### src/rtl/lfsr_pkg.sv
// Shared constants and types for the LFSR test controller.
package lfsr_pkg;

    localparam int unsigned STATE_W = 3;
    localparam int unsigned LOSS_W  = 8;

    // Controller state encoding, visible on o_state.
    typedef enum logic [STATE_W-1:0] {
        ST_IDLE      = 3'd0,
        ST_SEED      = 3'd1,
        ST_SOFT_RST  = 3'd2,
        ST_WAIT_LOCK = 3'd3,
        ST_RUN       = 3'd4,
        ST_DONE      = 3'd5
    } state_t;

    // States that time themselves with the shared cycle counter.
    function automatic logic is_timed(input state_t s);
        return (s == ST_WAIT_LOCK) || (s == ST_RUN);
    endfunction

endpackage

### src/rtl/lfsr_sat_counter.sv
// Up-counter with synchronous clear, enable and optional saturation at all-ones.
module lfsr_sat_counter #(
    parameter int unsigned WIDTH = 8
) (
    input  logic             clk,
    input  logic             rst,
    input  logic             clr,
    input  logic             en,
    input  logic             sat,
    output logic [WIDTH-1:0] count
);

    localparam logic [WIDTH-1:0] MAX_VAL = '1;

    logic at_max;

    assign at_max = (count == MAX_VAL);

    // Clear wins over enable; saturating mode holds at all-ones instead of wrapping.
    always_ff @(posedge clk or posedge rst) begin
        if (rst) begin
            count <= '0;
        end else if (clr) begin
            count <= '0;
        end else if (en && !(sat && at_max)) begin
            count <= count + WIDTH'(1);
        end
    end

endmodule

### src/rtl/lfsr_test_ctrl.sv
// Sequences seed load, generator soft reset, lock wait and a timed run window
// for an LFSR generator/checker pair, and reports pass/timeout/loss results.
module lfsr_test_ctrl
    import lfsr_pkg::*;
#(
    parameter int unsigned LFSR_WIDTH   = 8,
    parameter int unsigned LOCK_TIMEOUT = 64,
    parameter int unsigned LEN_WIDTH    = 16
) (
    input  logic                  clk,
    input  logic                  i_reset,
    input  logic                  i_start,
    input  logic                  i_abort,
    input  logic [LFSR_WIDTH-1:0] i_seed,
    input  logic [LEN_WIDTH-1:0]  i_test_len,
    input  logic                  i_lock,
    output logic [LFSR_WIDTH-1:0] o_seed,
    output logic                  o_valid,
    output logic                  o_soft_reset,
    output logic                  o_busy,
    output logic                  o_done,
    output logic                  o_pass,
    output logic                  o_timeout,
    output logic [LOSS_W-1:0]     o_loss_cnt,
    output logic [STATE_W-1:0]    o_state
);

    // Cycle counter must reach both LOCK_TIMEOUT-1 and the largest run length.
    localparam int unsigned TO_W  = $clog2(LOCK_TIMEOUT + 1);
    localparam int unsigned CNT_W = (LEN_WIDTH > TO_W) ? LEN_WIDTH : TO_W;
    localparam logic [CNT_W-1:0] TO_LAST = CNT_W'(LOCK_TIMEOUT - 1);

    state_t state;
    state_t next_state;

    logic [LFSR_WIDTH-1:0] seed_q;
    logic [LEN_WIDTH-1:0]  len_q;
    logic                  timeout_q;
    logic                  pass_q;

    logic [CNT_W-1:0]  cyc_cnt;
    logic [LOSS_W-1:0] loss_cnt;

    logic accept;
    logic aborting;
    logic timeout_set;
    logic cyc_clr;
    logic cyc_en;
    logic loss_en;
    logic enter_done;
    logic run_last;

    assign accept     = (state == ST_IDLE) && i_start;
    assign aborting   = i_abort && (state != ST_IDLE) && (state != ST_DONE);
    assign run_last   = (cyc_cnt == (CNT_W'(len_q) - CNT_W'(1)));
    assign enter_done = (next_state == ST_DONE) && (state != ST_DONE);

    // State register.
    always_ff @(posedge clk or posedge i_reset) begin
        if (i_reset) begin
            state <= ST_IDLE;
        end else begin
            state <= next_state;
        end
    end

    // Next-state logic; an abort overrides everything except DONE.
    always_comb begin
        next_state  = state;
        timeout_set = 1'b0;
        unique case (state)
            ST_IDLE: begin
                if (i_start) begin
                    next_state = ST_SEED;
                end
            end
            ST_SEED: begin
                next_state = ST_SOFT_RST;
            end
            ST_SOFT_RST: begin
                next_state = ST_WAIT_LOCK;
            end
            ST_WAIT_LOCK: begin
                if (i_lock) begin
                    next_state = (len_q == '0) ? ST_DONE : ST_RUN;
                end else if (cyc_cnt == TO_LAST) begin
                    next_state  = ST_DONE;
                    timeout_set = 1'b1;
                end
            end
            ST_RUN: begin
                if (run_last) begin
                    next_state = ST_DONE;
                end
            end
            ST_DONE: begin
                next_state = ST_IDLE;
            end
            default: begin
                next_state = ST_IDLE;
            end
        endcase
        if (aborting) begin
            next_state  = ST_IDLE;
            timeout_set = 1'b0;
        end
    end

    // Shared cycle counter restarts on every state change, so it reads 0 on entry.
    assign cyc_clr = (next_state != state);
    assign cyc_en  = is_timed(state);

    lfsr_sat_counter #(
        .WIDTH (CNT_W)
    ) u_cyc_cnt (
        .clk   (clk),
        .rst   (i_reset),
        .clr   (cyc_clr),
        .en    (cyc_en),
        .sat   (1'b1),
        .count (cyc_cnt)
    );

    // Lock-loss counter: cleared by a new test, saturates at 255.
    assign loss_en = (state == ST_RUN) && !i_lock && !aborting;

    lfsr_sat_counter #(
        .WIDTH (LOSS_W)
    ) u_loss_cnt (
        .clk   (clk),
        .rst   (i_reset),
        .clr   (accept),
        .en    (loss_en),
        .sat   (1'b1),
        .count (loss_cnt)
    );

    // Test parameters and result flags; pass is resolved on the way into DONE.
    always_ff @(posedge clk or posedge i_reset) begin
        if (i_reset) begin
            seed_q    <= '0;
            len_q     <= '0;
            timeout_q <= 1'b0;
            pass_q    <= 1'b0;
        end else if (accept) begin
            seed_q    <= i_seed;
            len_q     <= i_test_len;
            timeout_q <= 1'b0;
            pass_q    <= 1'b0;
        end else begin
            if (timeout_set) begin
                timeout_q <= 1'b1;
            end
            if (aborting) begin
                pass_q <= 1'b0;
            end else if (enter_done) begin
                pass_q <= !timeout_set && !timeout_q && (loss_cnt == '0) && !loss_en;
            end
        end
    end

    // Outputs come straight from registers or decode of the state register.
    assign o_state      = state;
    assign o_seed       = seed_q;
    assign o_valid      = (state == ST_SEED);
    assign o_soft_reset = (state == ST_SOFT_RST);
    assign o_busy       = (state != ST_IDLE);
    assign o_done       = (state == ST_DONE);
    assign o_pass       = pass_q;
    assign o_timeout    = timeout_q;
    assign o_loss_cnt   = loss_cnt;

endmodule

### config.mk
export PLATFORM = sky130hd
export DESIGN_NAME = lfsr_test_ctrl
export DESIGN_NICKNAME = d
export VERILOG_FILES = /design/src/rtl/lfsr_pkg.sv /design/src/rtl/lfsr_sat_counter.sv /design/src/rtl/lfsr_test_ctrl.sv
export SDC_FILE = /design/constraint.sdc
export NUM_CORES = 1
export LEC_CHECK = 0
export ABC_AREA = 1
export CORE_ASPECT_RATIO = 1.5
export CORE_MARGIN = 2
export CORE_UTILIZATION = 38
export CTS_CLUSTER_SIZE = 10
export DETAILED_ROUTE_END_ITERATION = 12
export PLACE_DENSITY = 0.74
export SYNTH_ARGS = -nofsm -noshare
export SYNTH_HDL_FRONTEND = slang
export SYNTH_SLANG_ARGS = --single-unit
### constraint.sdc
create_clock -name clk -period 2.1 [get_ports clk]
set_input_delay 0.525 -clock clk [delete_from_list [all_inputs] [get_ports clk]]
set_output_delay 0.525 -clock clk [all_outputs]
set_load 0.005 [all_outputs]
; ---- Word-level counts from Yosys, hierarchy flattened
; Index checks and enable logic that the tools add are counted.
[classes]
n_addsub = 3
multipliers = 0
div_mod_pow = 0
magnitude_cmp = 0
n_eq_ne = 12
shift = 0
mux = 20
bitwise_logic = 0
reduce_logical = 27
[op_table]
columns = op, count
row1 = 16-bit 2-to-1 mux, 2
row2 = "16-bit by 1-bit adder with 16-bit output, second input constant", 1
row3 = 16-bit equality test, 1
row4 = "16-bit equality test, second input constant", 1
row5 = "16-bit by 6-bit equality test with 1-bit output, second input constant", 1
row6 = 16-bit logical NOT, 1
row7 = 8-bit 2-to-1 mux, 2
row8 = "16-bit by 1-bit subtractor with 16-bit output, second input constant", 1
row9 = 3-bit 2-to-1 mux, 5
row10 = 3-bit case mux with 5 select lines, 1
row11 = 1-bit logical AND, 11
row12 = 1-bit 2-to-1 mux, 10
row13 = "3-bit equality test, second input constant", 3
row14 = "8-bit by 1-bit adder with 8-bit output, second input constant", 1
row15 = "8-bit equality test, second input constant", 1
row16 = 8-bit logical NOT, 1
row17 = 1-bit logical NOT, 7
row18 = "3-bit by 2-bit equality test with 1-bit output, second input constant", 2
row19 = 2-bit nonzero test, 3
row20 = 3-bit nonzero test, 2
row21 = "3-bit by 1-bit equality test with 1-bit output, second input constant", 1
row22 = 3-bit logical NOT, 1
row23 = 3-bit != test, 1
row24 = "3-bit != test, second input constant", 1
row25 = 1-bit logical OR, 1
[word_totals]
ff_bits = 53
latch_bits = 0
mem_bits_rw = 0
romBits = 0
inputBits = 29
output_inout_bits = 25
elab_cells = 69
memories = 0

; ---- Logic depth before layout (Yosys ltp)
; Gate-level depths: netlist of the first run.
[depth]
ltp_word = 12
depth_mapped = 17
ltp_nobuf = 16

; ---- Hierarchy
; Synthesis of the first run repeated with hierarchy kept, for this count alone.
[unflattened]
hier_cells = 543
hier_area_um2 = 3636.0
[by_module_without_submodules]
columns = mod, instances, cells_per_inst, area_per_inst_um2
row1 = lfsr_test_ctrl, 1, 313, 2045.7
row2 = lfsr_sat_counter at u_cyc_cnt, 1, 156, 1057.3
row3 = lfsr_sat_counter at u_loss_cnt, 1, 74, 533.0

; ---- Worst setup path after synthesis of the first run
; OpenSTA, ideal clock, no wires.
[synth_timing]
path_type = flip-flop to flip-flop
start = register len_q[0]
end = register u_cyc_cnt.count[14]
setup_time_ns = 0.121
arrival_ns = 1.923
required_ns = 1.979
slack_ns = 0.056
stages_incl_launch_ff = 15
cell_sequence = dfrtp_1 -> inv_1 -> ha_1 -> nand2_2 -> nor2_1 -> nand2_1 -> xor2_1 -> nand2_1 -> nor2_2 -> nand3_2 -> nand2_2 -> nand3_1 -> nand3_4 -> buf_6 -> nor2_2
[synth_between]
elab_chain_len = 7
elab_cells_between_ends = 11
cone_classes = add/sub: 1 / eq/ne: 2 / mux: 6 / reduce/logical: 2
[synth_rtl]
columns = item, line_no
row1 = from (decl), lfsr_test_ctrl.sv:37  ; logic [LEN_WIDTH-1:0] len_q;
row2 = from (signal assigned), lfsr_test_ctrl.sv:147  ; len_q <= i_test_len;
row3 = 16-bit by 1-bit subtractor with 16-bit output / 16-bit logical NOT (equally long branches), "lfsr_test_ctrl.sv:55, lfsr_test_ctrl.sv:85"
row4 = 16-bit equality test / 1-bit 2-to-1 mux (equally long branches), "lfsr_test_ctrl.sv:55, lfsr_test_ctrl.sv:85"
row5 = 3-bit 2-to-1 mux (on tied branches), "lfsr_test_ctrl.sv:92, lfsr_test_ctrl.sv:84"
row6 = 3-bit case mux with 5 select lines (*), lfsr_test_ctrl.sv:71  ; unique case (state)
row7 = 3-bit 2-to-1 mux (*), lfsr_test_ctrl.sv:103  ; if (aborting) begin
row8 = 3-bit != test (*), lfsr_test_ctrl.sv:110  ; assign cyc_clr = (next_state != state);
row9 = 16-bit 2-to-1 mux / 2-bit nonzero test (equally long branches), -
row10 = to (signal assigned), lfsr_sat_counter.sv:26  ; count <= count + WIDTH'(1);
row11 = to (decl), lfsr_sat_counter.sv:10  ; output logic [WIDTH-1:0] count
; Every way passes the cells marked *; elsewhere a longest branch is shown, timed or not.
; A chain may end at the register's enable or synchronous reset.

; ---- Worst setup path after layout of the first run
[layout_timing]
start = register len_q[2]
end = register u_cyc_cnt.count[14]
; Same word-level chain as after synthesis.

==> flow_summary.toml, run 1 <==
[status]
status = "finished, final reports clean"

[synthesis]
synth.yosys.warnings = 0
synth.area.top_cells = "dfrtp_1, nand2_1, inv_1"
yosysSeqAreaShare = 0.400
ys_types = 34
synthesis.area_sq_mm = 0.00332
syn_avg_cell_area_sq_um = 7.11
ys_ff_latch = 53
syn-num-nets = 500
syn_inst = 467
yosys.area.top_type = "dfrtp_1"
yosysTopAreaCellShare = 0.400

[floorplanning]
coreArea_sq_mm = 0.00846
io_pins = 54
fp.dieW_um = 80.3
die-area_sq_mm = 0.00951
die_y_um = 118
rows = 41
start_util = 0.392

[timing]
whs_ns = 0.483
period_needed_ns = 2.09
worst_pin_slew_ns = 0.352
slew_headroom = 0.763
slew_viol_final = 0
period_share = 0.997
setup_viol = 0
hold_violations = 0
fmax_mhz = 478
fin_ws_ns = 0.00660
rsz0062_at_grt = "yes"
finClkSkew_ns = 0.00404

[cts]
clockBufferDepth = 2
clk_latency_ns = 0.30
cts_tree = "built"
clk_pin_slew_ns = 0.07
cts-root-buf = "clkbuf_16"
clock-sinks = 53
h-tree-depth = 2
cts_buffers = 5
cts_hold_buf = 0

[cells_and_area]
insertedDiodeCount = 0
syn_to_final_growth_pct = 33.6
nets = 576
layout-drive-gt1-share = 0.173
num-fill-cells = 855
multi_input_area_sq_mm = 0.00184
finalCoreUtilization = 0.524
regArea_sq_mm = 0.00133

[critical_path]
crit_type = "register to register"
crit_start = "len_q[2]$_DFFE_PP0P_"
crit_fanout = 8
worst_path_max_delay_cell = "dfrtp_2"
end_kind = "register"
reg2reg_slack_ns = 0.007
slowest_delay_ns = 0.46
cp-start-kind = "register"
crit_arrival_ns = 2.33
crit-reg2reg-launch = "len_q[2]$_DFFE_PP0P_"
regToRegEndpoint = "u_cyc_cnt.count[14]$_DFFE_PP0P_"
required_ns = 2.33
r2r_cells = 15
path_cells = "nor2_4, nand2_4, nor2_8, nand2_2, nand2_1, nand2_1, nor2_1, nand2_1, nor2_2, nand3_2, nand2_2, nand2_2, nand2_4, nand3_4, nor2_2"

[routing]
wl_per_cell_um = 13.4
drc_errors = 0
vias = 3190
ant_nets = 0
drt_wl_total_um = 8710
via_per_inst = 4.90
drt_pass1_iterations = 4
drtIter0Drc = 201

[hold_path]
holdPathEnd = "o_seed[2]$_DFFE_PP0P_"
whs_path_depth = 2
min_from = "o_seed[2]$_DFFE_PP0P_"
hold_class = "register to register"

[power_and_ir_drop]
ir_drop_uv = 695
power_leakage_nw = 2.10
p_per_area_mw_per_mm2 = 1210

[placed_design]
port_buffers = 53
hpwlAfterDp_um = 6300
gp_congestion = 0.838
place_ws_ns = -0.0482

[global_routing]
grt_pass1_wl_um = 14600
grt_pass1_vias = 3301
track_usage = 0.193
antenna_found_initial = 0
overflow = 0
grt_max_degree = 54

[flow_run]
cap_viol_max_count = 0
-- repair_timing --
item / CTS / global route
setup endpoints to repair: 21 / 22
endpoints found under the hold margin: 0 / 0
pin swaps: 2 / 19
cloned: 1 / 0
resized for setup: 10 / 32
buffers inserted: 3 / 4
-- layer usage --
metal,share of wire,up-vias,global-route usage
li1,-,1610,-
met1,0.38,1499,0.206
met3,0.033,17,0.0290
met2,0.56,64,0.368
met4,0.024,0,0.0720
met5,0,-,0
-- cell usage after synthesis --
master / count
nor3_1: 15
nand3_1: 31
nor3_2: 3
a31oi_1: 2
nand2_4: 1
or2_1: 1
xnor2_1: 4
ha_1: 4
buf_6: 1
nand2_1: 144
o21a_1: 1
nand3_4: 1
buf_1: 1
nor2_1: 48
o21ai_0: 21
o21ai_2: 1
buf_2: 1
nor2_4: 1
and2_1: 1
dfrtp_1: 53
inv_1: 62
nand4_1: 8
nand3_2: 3
nand3b_1: 2
xor2_1: 18
nand2_2: 5
nor4_1: 4
nor2_8: 1
a21oi_1: 5
clkbuf_1: 5
nor2_2: 15
inv_2: 2
o21ai_1: 1
buf_4: 1
-- metrics by stage --
step / setup TNS [ns] / cells / area [sq um] / total power [mW]
floorplan: 0 / 467 / 3320 / 3.21
global placement: -0.0324 / 635 / 4090 / 4.02
detailed placement: -0.415 / 635 / 4090 / 4.09
CTS: -0.00472 / 647 / 4310 / 5.12
global route: -2.74 / 651 / 4430 / 5.80
finish: 0 / 651 / 4430 / 5.35
-- flip-flops by register name, indices dropped and copies added, names as in the netlist --
name              cells
o_timeout             1
o_state               3
len_q                16
o_seed                8
u_cyc_cnt.count      16
u_loss_cnt.count      8
o_pass                1
-- layout by cell type, fill, tap and decap left out, types with 2 or more instances in the layout --
| master | n |
|---|---|
| nand2_1 | 141 |
| inv_1 | 56 |
| clkdlybuf4s50_1 | 50 |
| dfrtp_1 | 50 |
| nor2_1 | 40 |
| nand3_1 | 29 |
| o21ai_0 | 21 |
| buf_4 | 20 |
| nor2_2 | 19 |
| xor2_1 | 18 |
| nor3_1 | 12 |
| inv_2 | 8 |
| nand4_1 | 8 |
| nand2_2 | 6 |
| nor2_4 | 5 |
| nor3_2 | 5 |
| a21oi_1 | 5 |
| clkbuf_16 | 5 |
| nor4_1 | 4 |
| xnor2_1 | 4 |
| nand3_2 | 4 |
| nand3_4 | 3 |
| nand2_4 | 3 |
| ha_1 | 3 |
| dfrtp_2 | 3 |
| o21ai_2 | 2 |
| nand3b_1 | 2 |
| a31oi_1 | 2 |
| inv_6 | 2 |
| dlygate4sd2_1 | 2 |
| buf_12 | 2 |
| buf_6 | 2 |
-- how the worst max path moves through the flow --
stage	to	slack [ns]
final	u_cyc_cnt.count[14]$_DFFE_PP0P_	0.007
after global routing	u_cyc_cnt.count[10]$_DFFE_PP0P_	-0.18
after CTS	o_busy	-0.005
after detailed placement	u_cyc_cnt.count[10]$_DFFE_PP0P_	-0.05
after global placement	u_cyc_cnt.count[12]$_DFFE_PP0P_	-0.008
after floorplan	u_cyc_cnt.count[14]$_DFFE_PP0P_	0.06
-- power by group --
group / switching, mW / internal, mW / leakage, nW
clock network: 0.403 / 0.451 / 0.0708
logic: 1.67 / 1.22 / 1.34
registers: 0.312 / 1.30 / 0.695
-- cells by family (layout without fill, tap and decap cells) --
logic type                 count (synthesis)  count (layout)  synth area share
and+or+nand+nor                          284             285             0.391
buffers and inverters                     73             149            0.0863
DFF                                       53              53             0.400
AOI/OAI and AO/OA                         31              31            0.0494
xor gates and xnor gates                  22              22            0.0581
adders and majority gates                  4               4            0.0151
-- critical path: cells and delay by family (launching register included) --
kind	cells	cell delay (ns)
and+or+nand+nor	15	1.57
DFF	1	0.46
-- layout make-up --
type | count | share of cell area
clock buffer | 5 | 0.0282
clock inverter | 3 | 0.00564
sequential | 53 | 0.300
timing repair buffer | 77 | 0.168
tap | 107 | 0.0302
multi-input combinational | 342 | 0.414
inverter | 64 | 0.0542
Power figures use the tool's default switching activity.
==> run 2: changes to the inputs <==
Settings changed: CORE_MARGIN 2 to 4, SLEW_MARGIN set to 20.
==> flow_summary.toml, run 2 (same netlist as run 1, synthesis figures left out) <==
[status]
status = "finished, final reports clean"

[cells_and_area]
num-fill-cells = 801
layout-drive-gt1-share = 0.181
top_regs = "len_q (16), u_cyc_cnt.count (16)"
regArea_sq_mm = 0.00133
finalCoreUtilization = 0.529
final_common_cell = "nand2_1"
final_area_sq_mm = 0.00447
multi_input_area_sq_mm = 0.00186
insertedDiodeCount = 0
syn_to_final_growth_pct = 34.8
nets = 579
stdcell_count = 654
final_cell_mix = "nand2_1, inv_1, clkdlybuf4s50_1, dfrtp_1, nor2_1"

[critical_path]
slowest_delay_ns = 0.48
worst_path_max_delay_cell = "dfrtp_1"
crit_arrival_ns = 2.29
r2r_cells = 15
cp-start-kind = "register"
end_kind = "register"
crit_type = "register to register"
required_ns = 2.33
reg2reg_slack_ns = 0.04
crit-reg2reg-launch = "len_q[2]$_DFFE_PP0P_"
crit_fanout = 8
path_cells = "nor2_4, nand2_4, nor2_8, nand2_2, nand2_1, nand2_1, nor2_1, nand2_1, nor2_2, nand3_2, nand2_2, nand2_2, nand2_4, nand3_4, nor2_2"
regToRegEndpoint = "u_cyc_cnt.count[15]$_DFFE_PP0P_"

[timing]
fin_ws_ns = 0.0387
finClkSkew_ns = 0.00430
whs_ns = 0.478
period_needed_ns = 2.06
slew_headroom = 0.783
worst_pin_slew_ns = 0.322
hold_violations = 0
period_share = 0.982
slew_viol_final = 0
setup_viol = 0
fmax_mhz = 485
setup_tns_ns = 0
rsz0062_at_grt = "yes"

[routing]
via_per_inst = 5.00
drt_pass1_iterations = 5
drtIter0Drc = 143
wl_per_cell_um = 13.5
vias = 3272
drc_errors = 0
drt_wl_total_um = 8820
ant_nets = 0

[hold_path]
hold_class = "input port to async pin"

[floorplanning]
die-area_sq_mm = 0.0103
die_y_um = 122
rows = 41
start_util = 0.392
fp.dieW_um = 84.3
io_pins = 54
coreArea_sq_mm = 0.00846

[power_and_ir_drop]
power_leakage_nw = 2.14
total_power_mw = 5.36
p_per_area_mw_per_mm2 = 1200
ir_drop_uv = 672

[cts]
h-tree-depth = 2
clock-sinks = 53
clockBufferDepth = 2
cts_buffers = 5
clk_pin_slew_ns = 0.07
cts-root-buf = "clkbuf_16"
cts_tree = "built"
clk_latency_ns = 0.30
cts_hold_buf = 0

[global_routing]
track_usage = 0.176
grt_max_degree = 40
overflow = 0
grt_pass1_vias = 3359
antenna_found_initial = 0
grt_pass1_wl_um = 15000

[placed_design]
place_ws_ns = -0.0590
hpwlAfterDp_um = 6420
dpl-instance-area_sq_mm = 0.00411
dp.cells = 638
port_buffers = 53
gp_congestion = 0.886

[flow_run]
cap_viol_max_count = 0
==> run 2: changes by cell type in the layout (fill, tap and decap cells not counted), sizes merged <==
cell	before	now
inv	66	67
clkinvlp	1	0
buf	24	27
==> run 2: worst max-delay path by stage <==
| stage | startpoint | endpoint | slack, ns |
|---|---|---|---|
| final | len_q[2]$_DFFE_PP0P_ | u_cyc_cnt.count[15]$_DFFE_PP0P_ | 0.04 |
| after global routing | len_q[2]$_DFFE_PP0P_ | u_cyc_cnt.count[15]$_DFFE_PP0P_ | -0.14 |
| after CTS | o_state[0]$_DFF_PP0_ | o_busy | -0.006 |
| after detailed placement | len_q[0]$_DFFE_PP0P_ | u_cyc_cnt.count[9]$_DFFE_PP0P_ | -0.06 |
| after global placement | i_lock | u_cyc_cnt.count[12]$_DFFE_PP0P_ | -0.007 |
| after floorplan | len_q[0]$_DFFE_PP0P_ | u_cyc_cnt.count[14]$_DFFE_PP0P_ | 0.06 |
==> run 2: worst max-delay path, delay by kind of cell, from the launching register on <==
family           cells  cell delay, ns
and+or+nand+nor     15            1.52
DFF                  1            0.48
==> run 2: area by class of cell <==
type | count | share of cell area
clock buffer | 5 | 0.0280
clock inverter | 3 | 0.00587
inverter | 64 | 0.0537
multi-input combinational | 342 | 0.415
sequential | 53 | 0.297
tap | 107 | 0.0299
timing repair buffer | 80 | 0.170
==> run 2: report_power, final <==
part / leakage [nW] / switching [mW] / internal, mW
registers: 0.695 / 0.320 / 1.30
logic: 1.37 / 1.67 / 1.21
clock network: 0.0752 / 0.408 / 0.456
total: 2.14 / 2.40 / 2.96
==> run 2: per-layer routing <==
layer / share of wire / vias to the layer above / global-route usage
li1: - / 1626 / -
met1: 0.39 / 1538 / 0.199
met2: 0.55 / 88 / 0.321
met3: 0.037 / 20 / 0.0329
met4: 0.028 / 0 / 0.0744
met5: 0 / - / 0
==> run 2: repair_timing <==
action | in CTS | in global routing
gates resized for setup | 12 | 33
endpoints found under the setup margin | 19 | 22
cloned | 1 | 0
pin swaps | 2 | 9
setup buffers | 0 | 7
==> patch: new RTL, settings of run 1 <==
Register the inputs `i_start`, `i_abort`, `i_seed`, `i_test_len` and `i_lock` before use, without a reset. The logic sees them one clock later.
--- a/src/rtl/lfsr_test_ctrl.sv
+++ b/src/rtl/lfsr_test_ctrl.sv
@@ -30,6 +30,20 @@
     localparam int unsigned CNT_W = (LEN_WIDTH > TO_W) ? LEN_WIDTH : TO_W;
     localparam logic [CNT_W-1:0] TO_LAST = CNT_W'(LOCK_TIMEOUT - 1);
 
+    logic i_start_q;
+    logic i_abort_q;
+    logic [LFSR_WIDTH-1:0] i_seed_q;
+    logic [LEN_WIDTH-1:0] i_test_len_q;
+    logic i_lock_q;
+
+    always_ff @(posedge clk) begin
+        i_start_q    <= i_start;
+        i_abort_q    <= i_abort;
+        i_seed_q     <= i_seed;
+        i_test_len_q <= i_test_len;
+        i_lock_q     <= i_lock;
+    end
+
     state_t state;
     state_t next_state;
 
@@ -50,8 +64,8 @@
     logic enter_done;
     logic run_last;
 
-    assign accept     = (state == ST_IDLE) && i_start;
-    assign aborting   = i_abort && (state != ST_IDLE) && (state != ST_DONE);
+    assign accept     = (state == ST_IDLE) && i_start_q;
+    assign aborting   = i_abort_q && (state != ST_IDLE) && (state != ST_DONE);
     assign run_last   = (cyc_cnt == (CNT_W'(len_q) - CNT_W'(1)));
     assign enter_done = (next_state == ST_DONE) && (state != ST_DONE);
 
@@ -70,7 +84,7 @@
         timeout_set = 1'b0;
         unique case (state)
             ST_IDLE: begin
-                if (i_start) begin
+                if (i_start_q) begin
                     next_state = ST_SEED;
                 end
             end
@@ -81,7 +95,7 @@
                 next_state = ST_WAIT_LOCK;
             end
             ST_WAIT_LOCK: begin
-                if (i_lock) begin
+                if (i_lock_q) begin
                     next_state = (len_q == '0) ? ST_DONE : ST_RUN;
                 end else if (cyc_cnt == TO_LAST) begin
                     next_state  = ST_DONE;
@@ -122,7 +136,7 @@
     );
 
     // Lock-loss counter: cleared by a new test, saturates at 255.
-    assign loss_en = (state == ST_RUN) && !i_lock && !aborting;
+    assign loss_en = (state == ST_RUN) && !i_lock_q && !aborting;
 
     lfsr_sat_counter #(
         .WIDTH (LOSS_W)
@@ -143,8 +157,8 @@
             timeout_q <= 1'b0;
             pass_q    <= 1'b0;
         end else if (accept) begin
-            seed_q    <= i_seed;
-            len_q     <= i_test_len;
+            seed_q    <= i_seed_q;
+            len_q     <= i_test_len_q;
             timeout_q <= 1'b0;
             pass_q    <= 1'b0;
         end else begin
Function: changed (Yosys sat finds a counterexample within 4 cycles, from zero or initial values and one cycle with i_reset high).
==> patch against run 1 <==
- the run now ends with negative setup slack left
- clock power is 77% higher
- highest routed layer unchanged
- sequential cell count is 27 higher
- routed wire length is 3.3% higher
- synthesized area is 16% higher
- final area is 16% higher
- worst hold slack worse by 0.063 ns
- total power is 14% higher
- final cell count is 8.3% higher
- die area is 15% higher
- worst setup slack worse by 0.067 ns
==> patch: results (changes against run 1) <==
Rel. slew slack: 68.4% (was 76.3%)
Routability cong.: 0.914 (was 0.838)
First-pass GRT wire length: 15,500 um (was 14,600 um)
Worst clock skew: 0.00650 ns (was 0.00404 ns)
Grt met2 use: 32.6% (was 36.8%)
Pre-CTS WS: -0.123 ns (was -0.0482 ns)
Deepest clock path buffer count: 2 (unchanged)
Top_reg_cell synth: dfrtp_1 (unchanged)
Nets: 618 (was 576)
Iter 0 DRT Violations: 226 (was 201)
Commonest cells in the netlist: nand2_1 (155), inv_1 (60), nor2_1 (58) (was nand2_1 (144), inv_1 (62), dfrtp_1 (53))
CTS Root Cell: clkbuf_16 (unchanged)
Setup violators final: 16 (was 0)
Share of layout cells above drive strength 1: 17.8% (was 17.3%)
Detailed Route WL: 8990 um (was 8710 um)
Total negative slack: -0.690 ns (was 0 ns)
Hold WC Path Type: reg2reg (unchanged)
H-tree depth: 3 (was 2)
Crit-path max FO: 8 (unchanged)
Met1 Usage GRT: 19.7% (was 20.6%)
Failing checks: negative setup slack
Maximum VDD drop: 0.591 mV (was 0.695 mV)
Clock Latency Late Sink: 0.34 ns (was 0.30 ns)
TritonCTS buffer count: 9 (was 5)
Top flop regs: i_test_len_q (16), len_q (16), u_cyc_cnt.count (16) (was len_q (16), u_cyc_cnt.count (16))
Setup ws final: -0.0604 ns (was 0.00660 ns)
Syn_nets: 529 (was 500)
# port buffers: 53 (unchanged)
Register area share after synthesis: 48.7% (was 40.0%)
FFs w/ async S/R, synth: 66.3% (was 100%)
Synth area leaders: dfrtp_1 (35%), nand2_1 (15%), dfxtp_1 (14%) (was dfrtp_1 (40%), nand2_1 (16%), inv_1 (7.0%))
Synth cell types: 33 (was 34)
M3 GR Usage: 3.55% (was 2.90%)
Status: finished, violations left (was finished clean)
Vias per Instance: 4.80 (was 4.90)
Hpwl dp: 6410 um (was 6300 um)
Clock-pin transition on the worst setup and hold timing paths: 0.07 ns (about the same)
P_leak: 2.45 nW (was 2.10 nW)
Vias in the first global route: 3,488 (was 3,301)
Diodes inserted: 0 (unchanged)
Initial antenna violation count: 0 (unchanged)
Yosys warnings: 0 (unchanged)
GRT Util Overall: 17.9% (was 19.3%)
Worst Path Arrival: 2.43 ns (was 2.33 ns)
Worst path slowest cell: dfrtp_1 (was dfrtp_2)
Largest stage delay on the critical path: 0.41 ns (was 0.46 ns)
Router iterations before antenna repair: 4 (unchanged)
[patch: timing repair]
| item | in CTS | in global routing |
|---|---|---|
| gates resized for setup | 22 | 19 |
| pin swaps | 4 | 6 |
| buffers inserted | 3 | 3 |
| setup endpoints to repair | 20 | 18 |
| cloned | 1 | 0 |
[patch: logic make-up after synthesis]
logic type                 synth area share (%)
and+or+nand+nor                            32.0
xor gates and xnor gates                   6.07
adders and majority gates                  1.30
DFF                                        48.7
buffers and inverters                      7.18
AOI/OAI and AO/OA                          4.76
[patch: per-layer routing]
| metal | vias up | part of all wire [%] |
|---|---|---|
| met5 | - | 0 |
| met4 | 0 | 2.3 |
| met3 | 12 | 2.6 |
| met2 | 56 | 54 |
| met1 | 1600 | 41 |
| li1 | 1717 | - |
[patch: per-stage QoR]
| stage | hold WS, ns | cells | util [%] | area (um^2) |
|---|---|---|---|---|
| after global routing | 0.441 | 705 | 52.8 | 5140 |
| after detailed placement | 0.413 | 682 | 48.0 | 4680 |
| final | 0.420 | 705 | 52.8 | 5140 |
| after CTS | 0.427 | 702 | 52.0 | 5060 |
| after floorplan | 0.402 | 496 | - | 3840 |
| after global placement | 0.407 | 682 | 48.0 | 4680 |
[patch: where the power goes]
group          switching (mW)  internal, mW  leakage [nW]
clock network           0.680         0.827         0.144
registers               0.252          1.82         0.925
logic                    1.42          1.10          1.39
total                    2.35          3.74          2.45
[patch: critical path, delay by kind of cell, from the launching register on]
family / cells / cell delay [ns]
AOI/OAI and AO/OA: 1 / 0.12
and+or+nand+nor: 13 / 1.21
DFF: 1 / 0.41
buffers and inverters: 3 / 0.20
adders and majority gates: 1 / 0.16
[patch: area by class of cell]
class,count,area (um^2)
clock inverter,7,62.6
sequential,80,1870
timing repair buffer,85,782
inverter,63,236
fill,905,4600
multi-input combinational,346,1830
tap,115,144
clock buffer,9,225
[patch: path summary, 6_finish.rpt]
path	start	to	slack [ns]	depth (start not counted)
max	len_q[1]	u_cyc_cnt.count[0]	-0.06	18
min	i_seed_q[2]	o_seed[2]	0.42	2
max reg2reg	len_q[1]	u_cyc_cnt.count[0]	-0.06	18
min reg2reg	i_seed_q[2]	o_seed[2]	0.42	2
max in group asynchronous	i_reset	u_cyc_cnt.count[1]	1.31	3
min in group asynchronous	i_reset	o_seed[2]	0.54	3
